$ cat src/rtl/cgol_gen.sv
// Conway's Game of Life generation engine.
// The current generation lives in cur; COMPUTE sweeps one row per cycle into nxt.
// COMMIT then swaps the whole generation in at once, so the display never shows
// a half-updated board. The display scanner runs freely, one row per cycle.

// One cell's birth/survival rule, given its eight neighbours.
module cgol_cell (
    input  logic [7:0] nbr_i,
    input  logic       alive_i,
    output logic       next_o
);
    logic [3:0] cnt;

    // Population count of the neighbourhood (0..8) feeding the B3/S23 rule.
    always_comb begin
        cnt = '0;
        for (int i = 0; i < 8; i++) begin
            cnt = cnt + 4'(nbr_i[i]);
        end
        next_o = (cnt == 4'd3) || (alive_i && (cnt == 4'd2));
    end
endmodule

module cgol_gen #(
    parameter int WIDTH   = 8,
    parameter int HEIGHT  = 8,
    parameter int REGBITS = 3
) (
    input  logic               ph1,
    input  logic               reset_n,
    input  logic               load_en,
    input  logic [REGBITS-1:0] load_addr,
    input  logic [WIDTH-1:0]   load_data,
    input  logic               wrap_mode,
    input  logic               start,
    input  logic               run,
    output logic               busy,
    output logic               done,
    output logic [15:0]        gen_count,
    output logic               still,
    output logic               extinct,
    output logic [HEIGHT-1:0]  row,
    output logic [WIDTH-1:0]   col
);
    localparam logic [1:0] S_IDLE    = 2'd0;
    localparam logic [1:0] S_COMPUTE = 2'd1;
    localparam logic [1:0] S_COMMIT  = 2'd2;

    localparam logic [REGBITS-1:0] LAST_ROW = REGBITS'(HEIGHT - 1);

    logic [1:0]                   state_q, state_d;
    logic [REGBITS-1:0]           rcnt_q;
    logic                         wrap_q;
    logic [HEIGHT-1:0][WIDTH-1:0] cur_q;
    logic [HEIGHT-1:0][WIDTH-1:0] nxt_q;
    logic [15:0]                  gen_q;
    logic                         still_q;
    logic                         extinct_q;
    logic                         done_q;
    logic [REGBITS-1:0]           scan_q;

    logic                         addr_ok;
    logic                         do_load;
    logic [REGBITS-1:0]           up_idx, dn_idx;
    logic [WIDTH-1:0]             up_row, mid_row, dn_row;
    logic [WIDTH+1:0]             up_ext, mid_ext, dn_ext;
    logic [WIDTH-1:0]             row_next;

    // Out-of-range row addresses are dropped; loads only land while idle.
    assign addr_ok = (int'(load_addr) < HEIGHT);
    assign do_load = (state_q == S_IDLE) && load_en && addr_ok;

    // Gather the three source rows around the row being computed. At the top and
    // bottom edges the missing row either wraps round or reads as all-dead.
    always_comb begin
        up_idx  = (rcnt_q == '0)       ? LAST_ROW : rcnt_q - REGBITS'(1);
        dn_idx  = (rcnt_q == LAST_ROW) ? '0       : rcnt_q + REGBITS'(1);
        mid_row = cur_q[rcnt_q];
        up_row  = ((rcnt_q == '0) && !wrap_q)       ? '0 : cur_q[up_idx];
        dn_row  = ((rcnt_q == LAST_ROW) && !wrap_q) ? '0 : cur_q[dn_idx];
        // ext[k] holds column k-1; the two pad bits are the left/right edge neighbours.
        up_ext  = {wrap_q ? up_row[0]  : 1'b0, up_row,  wrap_q ? up_row[WIDTH-1]  : 1'b0};
        mid_ext = {wrap_q ? mid_row[0] : 1'b0, mid_row, wrap_q ? mid_row[WIDTH-1] : 1'b0};
        dn_ext  = {wrap_q ? dn_row[0]  : 1'b0, dn_row,  wrap_q ? dn_row[WIDTH-1]  : 1'b0};
    end

    // One rule evaluator per column; a whole row is produced every cycle.
    for (genvar c = 0; c < WIDTH; c++) begin : g_col
        cgol_cell u_cell (
            .nbr_i   ({up_ext[c+2:c], mid_ext[c+2], mid_ext[c], dn_ext[c+2:c]}),
            .alive_i (mid_ext[c+1]),
            .next_o  (row_next[c])
        );
    end

    // Generation sequencer: a load in the same cycle wins over start/run.
    always_comb begin
        state_d = state_q;
        case (state_q)
            S_IDLE:    if (!load_en && (start || run)) state_d = S_COMPUTE;
            S_COMPUTE: if (rcnt_q == LAST_ROW)         state_d = S_COMMIT;
            S_COMMIT:  state_d = run ? S_COMPUTE : S_IDLE;
            default:   state_d = S_IDLE;
        endcase
    end

    // FSM state, row sweep counter and the edge mode held for each generation.
    always_ff @(posedge ph1 or negedge reset_n) begin
        if (!reset_n) begin
            state_q <= S_IDLE;
            rcnt_q  <= '0;
            wrap_q  <= 1'b0;
        end else begin
            state_q <= state_d;
            if (state_q == S_COMPUTE && rcnt_q != LAST_ROW) begin
                rcnt_q <= rcnt_q + REGBITS'(1);
            end else begin
                rcnt_q <= '0;
            end
            if (state_q != S_COMPUTE && state_d == S_COMPUTE) begin
                wrap_q <= wrap_mode;
            end
        end
    end

    // Board storage: cur changes only on a load or on commit.
    always_ff @(posedge ph1 or negedge reset_n) begin
        if (!reset_n) begin
            cur_q <= '0;
            nxt_q <= '0;
        end else begin
            if (do_load) begin
                cur_q[load_addr] <= load_data;
            end
            if (state_q == S_COMPUTE) begin
                nxt_q[rcnt_q] <= row_next;
            end
            if (state_q == S_COMMIT) begin
                cur_q <= nxt_q;
            end
        end
    end

    // Per-generation status, updated together with the commit.
    always_ff @(posedge ph1 or negedge reset_n) begin
        if (!reset_n) begin
            gen_q     <= '0;
            still_q   <= 1'b0;
            extinct_q <= 1'b0;
            done_q    <= 1'b0;
        end else begin
            done_q <= (state_q == S_COMMIT);
            if (state_q == S_COMMIT) begin
                gen_q     <= gen_q + 16'd1;
                still_q   <= (nxt_q == cur_q);
                extinct_q <= (nxt_q == '0);
            end
        end
    end

    // Free-running display row scanner.
    always_ff @(posedge ph1 or negedge reset_n) begin
        if (!reset_n) begin
            scan_q <= '0;
        end else if (scan_q == LAST_ROW) begin
            scan_q <= '0;
        end else begin
            scan_q <= scan_q + REGBITS'(1);
        end
    end

    assign busy      = (state_q != S_IDLE);
    assign done      = done_q;
    assign gen_count = gen_q;
    assign still     = still_q;
    assign extinct   = extinct_q;
    assign row       = HEIGHT'(1) << scan_q;
    assign col       = cur_q[scan_q];
endmodule

$ cat config.mk
export PLATFORM = sky130hd
export DESIGN_NAME = cgol_gen
export DESIGN_NICKNAME = d
export VERILOG_FILES = /design/src/rtl/cgol_gen.sv
export SDC_FILE = /design/constraint.sdc
export NUM_CORES = 1
export LEC_CHECK = 0
export CAP_MARGIN = 5
export CORE_AREA = 2 2 135 137
export CTS_BUF_LIST = sky130_fd_sc_hd__clkbuf_4 sky130_fd_sc_hd__clkbuf_8
export CTS_CLUSTER_DIAMETER = 30
export DETAILED_ROUTE_END_ITERATION = 12
export DIE_AREA = 0 0 137 139
export PLACE_DENSITY_LB_ADDON = 0.15
export SYNTH_ARGS = -nofsm -noshare
export SYNTH_HDL_FRONTEND = slang
export SYNTH_SLANG_ARGS = --single-unit
export TNS_END_PERCENT = 1
$ cat constraint.sdc
create_clock -name ph1 -period 7.2 [get_ports ph1]
set_clock_uncertainty 0.2 [all_clocks]
set_input_delay 1.44 -clock ph1 [delete_from_list [all_inputs] [get_ports ph1]]
set_output_delay 1.44 -clock ph1 [all_outputs]
set_load 0.05 [all_outputs]
==> results.md <==
- The startpoint type of the worst setup path is a flip-flop.
- In this run the tool buffered the top-level ports with 52 buffer cells.
- In the global route stage, met3 resource usage came out at 0.102.
- The via count is 9097.
- The count of antenna diodes in the layout is 0.
- The sequential element share of the synthesized area is 0.357.
- The number of antenna-violating nets in the routed design is 0.
- TritonCTS created 17 clock buffers.
- Before antenna repair, the detailed router went through 6 iterations.
- In this run the cell area of the synthesized design comes to 0.0109 mm².
- The residual overflow from global routing is 0.
- The total placed cells including tap cells is 1307.
- The overall die width is 137 µm.
- In this design, the critical path's most frequently occurring cell is sky130_fd_sc_hd__fa_1.
- The last weighted congestion value of the routability-driven placer is 1.04.
- The wire length of the first global-routing pass is 52.9 mm.
- The largest fanout of any net on the critical path is 19.
- In this run, synthesis produced a sequential element count of 156.
- The overall power of the completed layout is 0.00592 W.
- Clock latency on the worst-skew pair, taken at its later pin, is 0.48 ns.
- The layout cell share with drive strength beyond 1 is 0.116.
- In this design, the stage delay of the slowest critical-path cell is 0.83 ns.
- After the flow finishes, the layout carries non-filler instances totaling 1339.
- The total of endpoints with negative setup slack in the final report is 0.
- The final routed wire length divided by cell count is 25.9 µm.
- After technology mapping, the gate count stands at 1080.
- Entering global routing, the biggest net connects 91 pins.
- The total leakage power is 5.09 nW.
- For met2 alone, demand over resource in global routing was 0.549.
- The tightest min-delay check is of the reg2reg type.
- The CTS tree is built.
- For this design, the sink count on the clock tree is 156.
- The filler cell count is 1417.
- Among all flip-flop cells after synthesis, the most frequent one is sky130_fd_sc_hd__dfrtp_1.
- For this run, the number of Yosys warnings is 0.
- The mean post-synth cell area is 10.1 µm².
- Summing all placed instances gives a cell area of 0.0115 mm².
- The tool flagged a number of max-cap violations equal to 0.
- The required time of the critical path is 7.38 ns.
- After legalization and detailed placement, the total HPWL measured 25.3 mm.
- The cell with the biggest individual delay on the critical path is sky130_fd_sc_hd__dfrtp_1.
- The initialized floorplan defines 49 standard-cell rows.
- In this run the tightest slew margin relative to its limit is 0.124.
- After detailed routing, the total wire length is 34.7 mm.
- From synthesis to final layout, the design area changed by 9.54%.
- In this run the post-CTS setup repair buffer count came out at 0.
- Counting flops with a built-in enable in the synthesized netlist gives 0.
- The max-slew violation count is 0.
- Summing all non-filler instances in the final layout gives an area of 0.0120 mm².
- The final setup TNS is 0 ns.
- The detailed router's first-iteration violation count is 1255.
- The post-cts resize count is 0.
- In the synthesized netlist the async set-or-reset flop fraction comes to 1.00.
- The family of cells with the greatest summed delay on the critical path is adder cells.
- The critical path in this run is classified as reg2reg.
- Power spread over the standard cell area amounts to 495 mW/mm².
- The initial cell density of the core is 0.619.
- The net count of the finished layout is 1181.
- For this run, design rule violations remaining after detail routing come to 0.
- STA puts the critical path data arrival time at 6.46 ns.
- The clock tree synthesis step divided the H-tree into 4 levels.
- The final period utilization is 0.872.
- The initial antenna violation count came to 0.
- The final period demand of the worst path is 6.28 ns.
- The achievable frequency is 0.159 GHz.
- The endpoint type of the worst setup path is a flip-flop.
- The CTS root buffer is sky130_fd_sc_hd__clkbuf_8.
- Using the TritonRoute via totals, the vias-per-cell ratio works out to 6.79.
- The worst path buffer plus inverter count is 2.
- The buffer depth of the longest clock path is 2.
- The total I/O pin count is 53.
- The die outline height is 139 µm.
- After clock tree synthesis, the clock-pin slew on the worst setup and hold paths is 0.10 ns.
- The run finished with clean final reports.
- The net count after synthesis is 1164.
- Setup repair after global routing left no endpoint under its margin.
- The unique cell type count in the Yosys netlist is 61.
- The global-route met1 utilization is 0.525.
- After clock tree synthesis, the flow added hold-fix buffers numbering 0.
- The number of hold-slack violations in the final timing report was 0.
- The area of the die is 0.0190 mm².
- The via count of the first global-routing pass is 8852.
- Across the VDD grid, the largest voltage drop is 876 µV.
- After floorplanning, the core was sized to cover 0.0177 mm².
- The layer flagged by global routing as most heavily used is met2.
- The transition time of the tightest slew-check pin is 1.31 ns.
- Across every metal layer, demand over resource in global routing totals 0.377.
- Walking the worst path, the cells encountered are ha_1 -> buf_4 -> nor2b_1 -> mux4_2 -> mux2i_1 -> nor2_1 -> a31o_2 -> ha_1 -> fa_1 -> inv_1 -> fa_1 -> fa_1 -> fa_1 -> nor3_1 -> mux2i_1 -> a211o_1 -> o21ai_0.
==> metal layers <==
metal | wire length, µm | up-vias | share of wire
met2 | 15500 | 605 | 0.45
met4 | 1820 | 0 | 0.052
li1 | - | 3920 | -
met3 | 4190 | 140 | 0.12
met5 | 0 | - | 0
met1 | 13200 | 4432 | 0.38
==> report_power, final <==
| part | switching [W] | leakage [nW] | internal (W) | total (W) |
|---|---|---|---|---|
| clock network | 0.000379 | 0.220 | 0.000368 | 0.000747 |
| registers | 0.000440 | 2.10 | 0.00109 | 0.00153 |
| logic | 0.00223 | 2.77 | 0.00142 | 0.00365 |
| total | 0.00304 | 5.09 | 0.00288 | 0.00592 |
==> worst paths after layout <==
path,start,to,slack [ns],cells past startpoint
max,rcnt_q[2],nxt_q[21],0.92,17
min,gen_count[15],gen_count[15],0.28,1
max reg2reg,rcnt_q[2],nxt_q[21],0.92,17
min reg2reg,gen_count[15],gen_count[15],0.28,1
max in group asynchronous,reset_n,cur_q[38],4.64,2
min in group asynchronous,reset_n,nxt_q[63],0.80,1
==> placed cells by master (no fill, tap or decap), types with 5 or more instances in the layout <==
cell type                         Yosys  layout
sky130_fd_sc_hd__or2_2                8       8
sky130_fd_sc_hd__ha_1                35      35
sky130_fd_sc_hd__buf_4                2      12
sky130_fd_sc_hd__nor4_1              24      24
sky130_fd_sc_hd__a221oi_1             8       8
sky130_fd_sc_hd__inv_8                0       5
sky130_fd_sc_hd__nor2b_1             30      29
sky130_fd_sc_hd__o21ai_1              9       9
sky130_fd_sc_hd__clkdlybuf4s50_1      0      51
sky130_fd_sc_hd__fa_1                32      32
sky130_fd_sc_hd__a211o_1              6       6
sky130_fd_sc_hd__nor2_1              41      41
sky130_fd_sc_hd__nand4_1             17      17
sky130_fd_sc_hd__mux4_2              56      56
sky130_fd_sc_hd__mux2i_1             30      30
sky130_fd_sc_hd__a21oi_1             19      19
sky130_fd_sc_hd__nand2_1            147     147
sky130_fd_sc_hd__inv_1               62      62
sky130_fd_sc_hd__a22oi_1             59      59
sky130_fd_sc_hd__clkbuf_8             0      18
sky130_fd_sc_hd__nand3_1             11      11
sky130_fd_sc_hd__mux2_2               5       5
sky130_fd_sc_hd__nor3_1               9       9
sky130_fd_sc_hd__xnor2_1             43      43
sky130_fd_sc_hd__and2_1               5       5
sky130_fd_sc_hd__o21ai_0            117     117
sky130_fd_sc_hd__xor2_1              27      27
sky130_fd_sc_hd__dfrtp_1            156     156
==> state kept, by name (all words and copies together), names as in the netlist <==
signal,cells
extinct,1
still,1
done,1
wrap_q,1
state_q,2
nxt_q,64
scan_q,3
rcnt_q,3
gen_count,16
cur_q,64
==> Yosys cell counts, drive strengths merged (6+ instances only) <==
cell type / instances / area (µm²)
a211o: 6 / 52.6
a21oi: 20 / 104
a221oi: 8 / 70.1
a22oi: 59 / 443
buf: 27 / 161
clkbuf: 39 / 146
dfrtp: 156 / 3900
fa: 32 / 641
ha: 35 / 438
inv: 62 / 233
mux2i: 30 / 300
mux4: 60 / 1370
nand2: 148 / 558
nand3: 11 / 55.1
nand4: 17 / 106
nor2: 42 / 165
nor2b: 30 / 188
nor3: 10 / 55.1
nor4: 24 / 150
o21ai: 128 / 656
or2: 8 / 50.1
xnor2: 43 / 377
xor2: 27 / 236
==> area by class of cell <==
class | count | area [µm²] | area share
clock inverter | 14 | 196 | 0.0164
multi-input combinational | 795 | 6490 | 0.542
sequential | 156 | 3900 | 0.326
inverter | 63 | 236 | 0.0198
clock buffer | 18 | 248 | 0.0207
timing repair buffer | 64 | 612 | 0.0511
tap | 229 | 287 | 0.0239
==> metrics by stage <==
step | util | hold WS (ns) | setup WS, ns
5_1_grt | 0.678 | 0.318 | 0.522
2_1_floorplan | - | 0.294 | 1.79
3_5_place_dp | 0.653 | 0.259 | 0.964
4_1_cts | 0.678 | 0.283 | 0.941
3_3_place_gp | 0.653 | 0.258 | 1.17
6_report | 0.678 | 0.282 | 0.922
==> cells by family after synthesis <==
family	after synthesis	share of synthesized area
compound gates	249	0.142
flops	156	0.357
buf+inv	129	0.0498
xor+xnor	70	0.0561
simple gates	314	0.139
fa+ha+maj	67	0.0987
mux	95	0.158
Note: power is estimated with default switching activity, not from simulation.
==> variant 1: new RTL, same settings <==
Put a register stage on the outputs `busy`, `row` and `col`, cleared by the reset. The values now appear one clock later. The other outputs are not delayed to match. Comments in the files are not updated.
--- a/src/rtl/cgol_gen.sv
+++ b/src/rtl/cgol_gen.sv
@@ -171,3 +171,2 @@
 
-    assign busy      = (state_q != S_IDLE);
     assign done      = done_q;
@@ -176,4 +175,13 @@
     assign extinct   = extinct_q;
-    assign row       = HEIGHT'(1) << scan_q;
-    assign col       = cur_q[scan_q];
+    always_ff @(posedge ph1 or negedge reset_n) begin
+        if (!reset_n) begin
+            busy <= '0;
+            row  <= '0;
+            col  <= '0;
+        end else begin
+            busy <= (state_q != S_IDLE);
+            row  <= HEIGHT'(1) << scan_q;
+            col  <= cur_q[scan_q];
+        end
+    end
 endmodule
Formal check against the unedited RTL: not equivalent (Yosys sat finds a counterexample within 4 cycles, from zero or initial values and one cycle with reset_n low).
==> variant 1 against the unedited design <==
Die area is the same; sequential cell count grew 17; design area grew 2.7%; power shrank 4.7%; synthesized area grew 3.1%; core utilization grew 1.8 points; sequential share of layout area grew 2.6 points; setup slack lost 0.025 ns; synthesized cell count grew 2.8%; routed wire length grew 0.13%.
==> variant 1: results (changes against the unedited design) <==
* **Port-buffer cells** 52, unchanged
* **leading cell types by count after synthesis** sky130_fd_sc_hd__dfrtp_1, sky130_fd_sc_hd__nand2_1, sky130_fd_sc_hd__o21ai_0, sky130_fd_sc_hd__a22oi_1, sky130_fd_sc_hd__inv_1
* **Hold Worst Slack** 0.272 ns, -0.00976 ns
* **Seq group** 1.55 mW
* **crit path max-delay cell type** sky130_fd_sc_hd__dfrtp_1
* **compound-cell area share of the yosys netlist** 14.4%, +0.28 points
* **routability cong.** 0.980, -6.2%
* **vias in the first global route** 9054, +2.3%
* **cell types with the largest area share after synthesis** sky130_fd_sc_hd__dfrtp_1, sky130_fd_sc_hd__mux4_2, sky130_fd_sc_hd__o21ai_0
* **minimum setup slack among reg-to-reg paths** 0.90 ns, -0.02 ns
* **Root Driver** sky130_fd_sc_hd__clkbuf_8
* **CTS resizes** 0, unchanged
* **Synth async-reset ratio** 100%, unchanged
* **drt first-iter violations** 1300, +3.6%
* **fill cell count** 1414, -0.21%
* **Synth Area in Adders** 9.57%, -0.30 points
* **count of cells along the worst hold path** 1, unchanged
* **reg2reg end** nxt_q[26]$_DFFE_PN0P_
* **total half-perimeter wirelength after legalization and detailed placement** 25500 um, +1.0%
* **synthesized-area fraction occupied by xor and xnor cells** 5.44%, -0.17 points
* **worst setup path startpoint** rcnt_q[2]$_DFF_PN0_
* **number of hold buffers added after CTS** 0, unchanged
* **cell type group with the largest total delay on the critical path** adder cells
* **via-per-instance ratio** 6.81, +0.20%
* **crit path DAT** 6.50 ns, +0.04 ns
* **Comb power** 3.38 mW, -7.4%
* **number of unique standard cell types used by synthesis** 57, -6.6%
* **minimum setup slack after placement** 1.01 ns, +0.0468 ns
* **Global Route met1 Usage** 54.8%, +2.3 points
* **Internal Dissipation** 2.76 mW, -4.0%
* **outcome** completed
* **leakage power summed over all cells** 5.19 nW, +1.9%
* **Bufs on Longest Clock Path** 2, unchanged
* **number of antenna violations at the first check in global routing** 1, +1
* **Slew HR** 17.0%, +4.7 points
* **overall track demand over capacity in global routing** 38.7%, +0.98 points
* **maximum VDD drop** 0.614 mV, -30%
* **post-CTS setup buffer count** 0, unchanged
* **met3 global-route usage** 7.60%, -2.6 points
* **Endpoint, Worst Hold** gen_count[15]$_DFFE_PN0P_
* **1st-pass router iterations** 6, unchanged
* **capture point of the critical path** nxt_q[26]$_DFFE_PN0P_
* **Synth Net Count** 1194, +2.6%
* **delay of the slowest critical-path stage** 0.91 ns, +0.08 ns
* **routed length per placed instance** 25.4 um, -2.1%
* **GRT met2 Usage** 55.3%, +0.45 points
* **number of buffers created by CTS** 17, unchanged
* **Worst R2R Path Depth** 16, -1
* **multiplexer share of the synthesized area** 13.8%, -1.9 points
* **proportion of layout cells with a drive suffix above 1** 9.92%, -1.7 points
* **share of the cycle needed by the critical path after routing** 87.5%, +0.34 points
* **global-route wire length before repair** 53900 um, +1.8%
* **share of synthesized area occupied by flip-flops and latches** 38.4%, +2.7 points
* **largest net degree at the start of global routing** 102, +12%
* **critical path fanouts, max** 22, +3
==> variant 1: through the flow <==
step,instance area (um2),cells,power (mW)
2_1_floorplan,11300,1110,3.80
3_3_place_gp,11900,1336,4.81
3_5_place_dp,11900,1336,4.88
4_1_cts,12300,1368,5.60
5_1_grt,12300,1368,6.05
6_report,12300,1369,5.65
==> variant 1: area by class of cell <==
type | count | area share [%]
Antenna cell | 1 | 0.0204
Clock buffer | 18 | 2.02
Clock inverter | 14 | 1.36
Inverter | 57 | 1.74
Multi-Input combinational cell | 815 | 52.4
Sequential cell | 173 | 35.2
Tap cell | 229 | 2.33
Timing Repair Buffer | 62 | 4.86
==> variant 1: routing by layer <==
metal / share of wire (%) / vias up
met4: 6.9 / 0
met5: 0 / -
met2: 44 / 664
li1: - / 4013
met3: 11 / 158
met1: 37 / 4484
==> variant 2: new RTL, same flow settings <==
Without the edit above. Set the parameter `HEIGHT` to 12 (it was 8).
--- a/src/rtl/cgol_gen.sv
+++ b/src/rtl/cgol_gen.sv
@@ -25,3 +25,3 @@
     parameter int WIDTH   = 8,
-    parameter int HEIGHT  = 8,
+    parameter int HEIGHT  = 12,
     parameter int REGBITS = 3
Interface: changed (resized row); port bits go from 53 to 57. No check against the original RTL was run, so the function may have changed too.
==> variant 2 against the unedited design <==
Routed wire length up 4.4%; setup slack improved by 0.25 ns; final cell count increased by 5.2%; synthesized cell count increased by 6.7%; core utilization rose by 0.12 points; via count up 5.9%; synthesized area increased by 1.1%; sequential cell count unchanged; design area up 0.18%; highest routed layer unchanged; fmax up 4.1%.
Power is left out: the tool's default activity adds up to more than one toggle a clock period on the data nets, which glitch-free logic cannot reach.
==> variant 2: results (changes against the unedited design) <==
* **cell types with the largest area share after synthesis** sky130_fd_sc_hd__dfrtp_1, sky130_fd_sc_hd__mux4_2, sky130_fd_sc_hd__nand2_1
* **CTS resizes** 0, unchanged
* **clock-pin slew on the worst setup and hold paths** 0.09 ns
* **share of synthesized area occupied by flip-flops and latches** 35.3%, -0.40 points
* **antenna diode count** 0, unchanged
* **leading cell types by count after synthesis** sky130_fd_sc_hd__nand2_1, sky130_fd_sc_hd__dfrtp_1, sky130_fd_sc_hd__o21ai_0, sky130_fd_sc_hd__a22oi_1, sky130_fd_sc_hd__inv_1
* **total half-perimeter wirelength after legalization and detailed placement** 26500 um, +4.9%
* **fill cell count** 1441, +1.7%
* **proportion of layout cells with a drive suffix above 1** 9.75%, -1.9 points
* **Hold/Removal Path Class** flop to flop
* **Slew @ Worst Pin** 1.23 ns, -0.0710 ns
* **vias in the first global route** 9327, +5.4%
* **number of antenna violations at the first check in global routing** 0, unchanged
* **post-CTS setup buffer count** 0, unchanged
* **Bufs on Longest Clock Path** 2, unchanged
* **fin nets** 1249, +5.8%
* **Port-buffer cells** 52, unchanged
* **crit path DAT** 6.20 ns, -0.26 ns
* **Root Driver** sky130_fd_sc_hd__clkbuf_8
* **routed length per placed instance** 25.7 um, -0.69%
* **number of warnings issued by yosys** 0, unchanged
* **overall track demand over capacity in global routing** 39.4%, +1.6 points
* **Synth async-reset ratio** 100%, unchanged
* **crit path max-delay cell type** sky130_fd_sc_hd__mux4_2
* **total vias in the final route** 9638, +5.9%
* **outcome** completed
* **delay of the slowest critical-path stage** 0.60 ns, -0.23 ns
* **largest net degree at the start of global routing** 92, +1.1%
* **global-route wire length before repair** 55400 um, +4.7%
* **predominant post-synthesis flop cell** sky130_fd_sc_hd__dfrtp_1
* **number of unique standard cell types used by synthesis** 67, +9.8%
* **critical path fanouts, max** 24, +5
* **latest clock arrival within the worst-skew pair** 0.48 ns, about the same
* **residual DRC count** 0, unchanged
* **number of buffers created by CTS** 17, unchanged
* **1st-pass router iterations** 6, unchanged
* **H-tree depth** 4, unchanged
* **final hold vios** 0, unchanged
* **routability cong.** 1.01, -2.9%
* **drt first-iter violations** 1598, +27%
variant 2: changes by cell type after synthesis, sizes merged, moves of 6 or more:
cell,delta
mux4,-21
a211oi,+11
nand2b,+7
a311oi,+8
or2,-6
a22oi,+6
nand2,+24
o21ai,+14
and2,+12
variant 2: cells by family after synthesis:
family / after synthesis / synth area share [%]
XOR/XNOR: 70 / 5.55
adder cells (fa/ha/maj): 66 / 9.64
other: 1 / 0.0339
AO/OA/AOI/OAI: 309 / 18.0
AND/OR/NAND/NOR: 346 / 15.0
multiplexers: 74 / 11.3
flip-flops: 156 / 35.3
buffers and inverters: 130 / 5.18
variant 2: layout make-up:
type | instances | area (um2) | area share [%]
Clock buffer | 23 | 317 | 2.64
Clock inverter | 9 | 73.8 | 0.616
Inverter | 60 | 225 | 1.88
Multi-Input combinational cell | 869 | 6590 | 54.9
Sequential cell | 156 | 3910 | 32.6
Tap cell | 229 | 287 | 2.39
Timing Repair Buffer | 62 | 597 | 4.98
variant 2: through the flow:
stage	instance area, um2	cells	hold WS, ns	utilization (%)	setup WS (ns)
after floorplan	11100	1155	0.294	-	1.59
after global placement	11600	1376	0.263	65.7	1.31
after detailed placement	11600	1376	0.266	65.7	1.16
after CTS	12000	1408	0.286	67.9	1.17
after global routing	12000	1408	0.304	67.9	0.803
final	12000	1408	0.287	67.9	1.17
variant 2: worst max-delay path, delay by kind of cell, from the launching register on:
family,cells,cell delay [ns]
adders and majority gates,6,2.42
AOI/OAI and AO/OA,4,1.09
and+or+nand+nor,4,0.74
muxes,1,0.60
buffers and inverters,3,0.55
DFF,1,0.34
variant 2: per-layer routing:
| layer | track usage [%] | up-vias | wire length (um) |
|---|---|---|---|
| met5 | 0 | - | 0 |
| met4 | 18.1 | 0 | 1910 |
| met3 | 10.3 | 164 | 4420 |
| met2 | 58.6 | 681 | 16200 |
| met1 | 54.1 | 4616 | 13700 |
| li1 | - | 4177 | - |
variant 2: worst paths after layout:
kind | start | end | slack (ns) | depth (start not counted)
max in group asynchronous | reset_n | cur_q[54]$_DFFE_PN0P_ | 4.64 | 2
setup / recovery | rcnt_q[2]$_DFF_PN0_ | nxt_q[51]$_DFFE_PN0P_ | 1.17 | 18
hold / removal | gen_count[15]$_DFFE_PN0P_ | gen_count[15]$_DFFE_PN0P_ | 0.29 | 1
setup reg to reg | rcnt_q[2]$_DFF_PN0_ | nxt_q[51]$_DFFE_PN0P_ | 1.17 | 18
min in group asynchronous | reset_n | gen_count[11]$_DFFE_PN0P_ | 0.82 | 1
hold reg to reg | gen_count[15]$_DFFE_PN0P_ | gen_count[15]$_DFFE_PN0P_ | 0.29 | 1
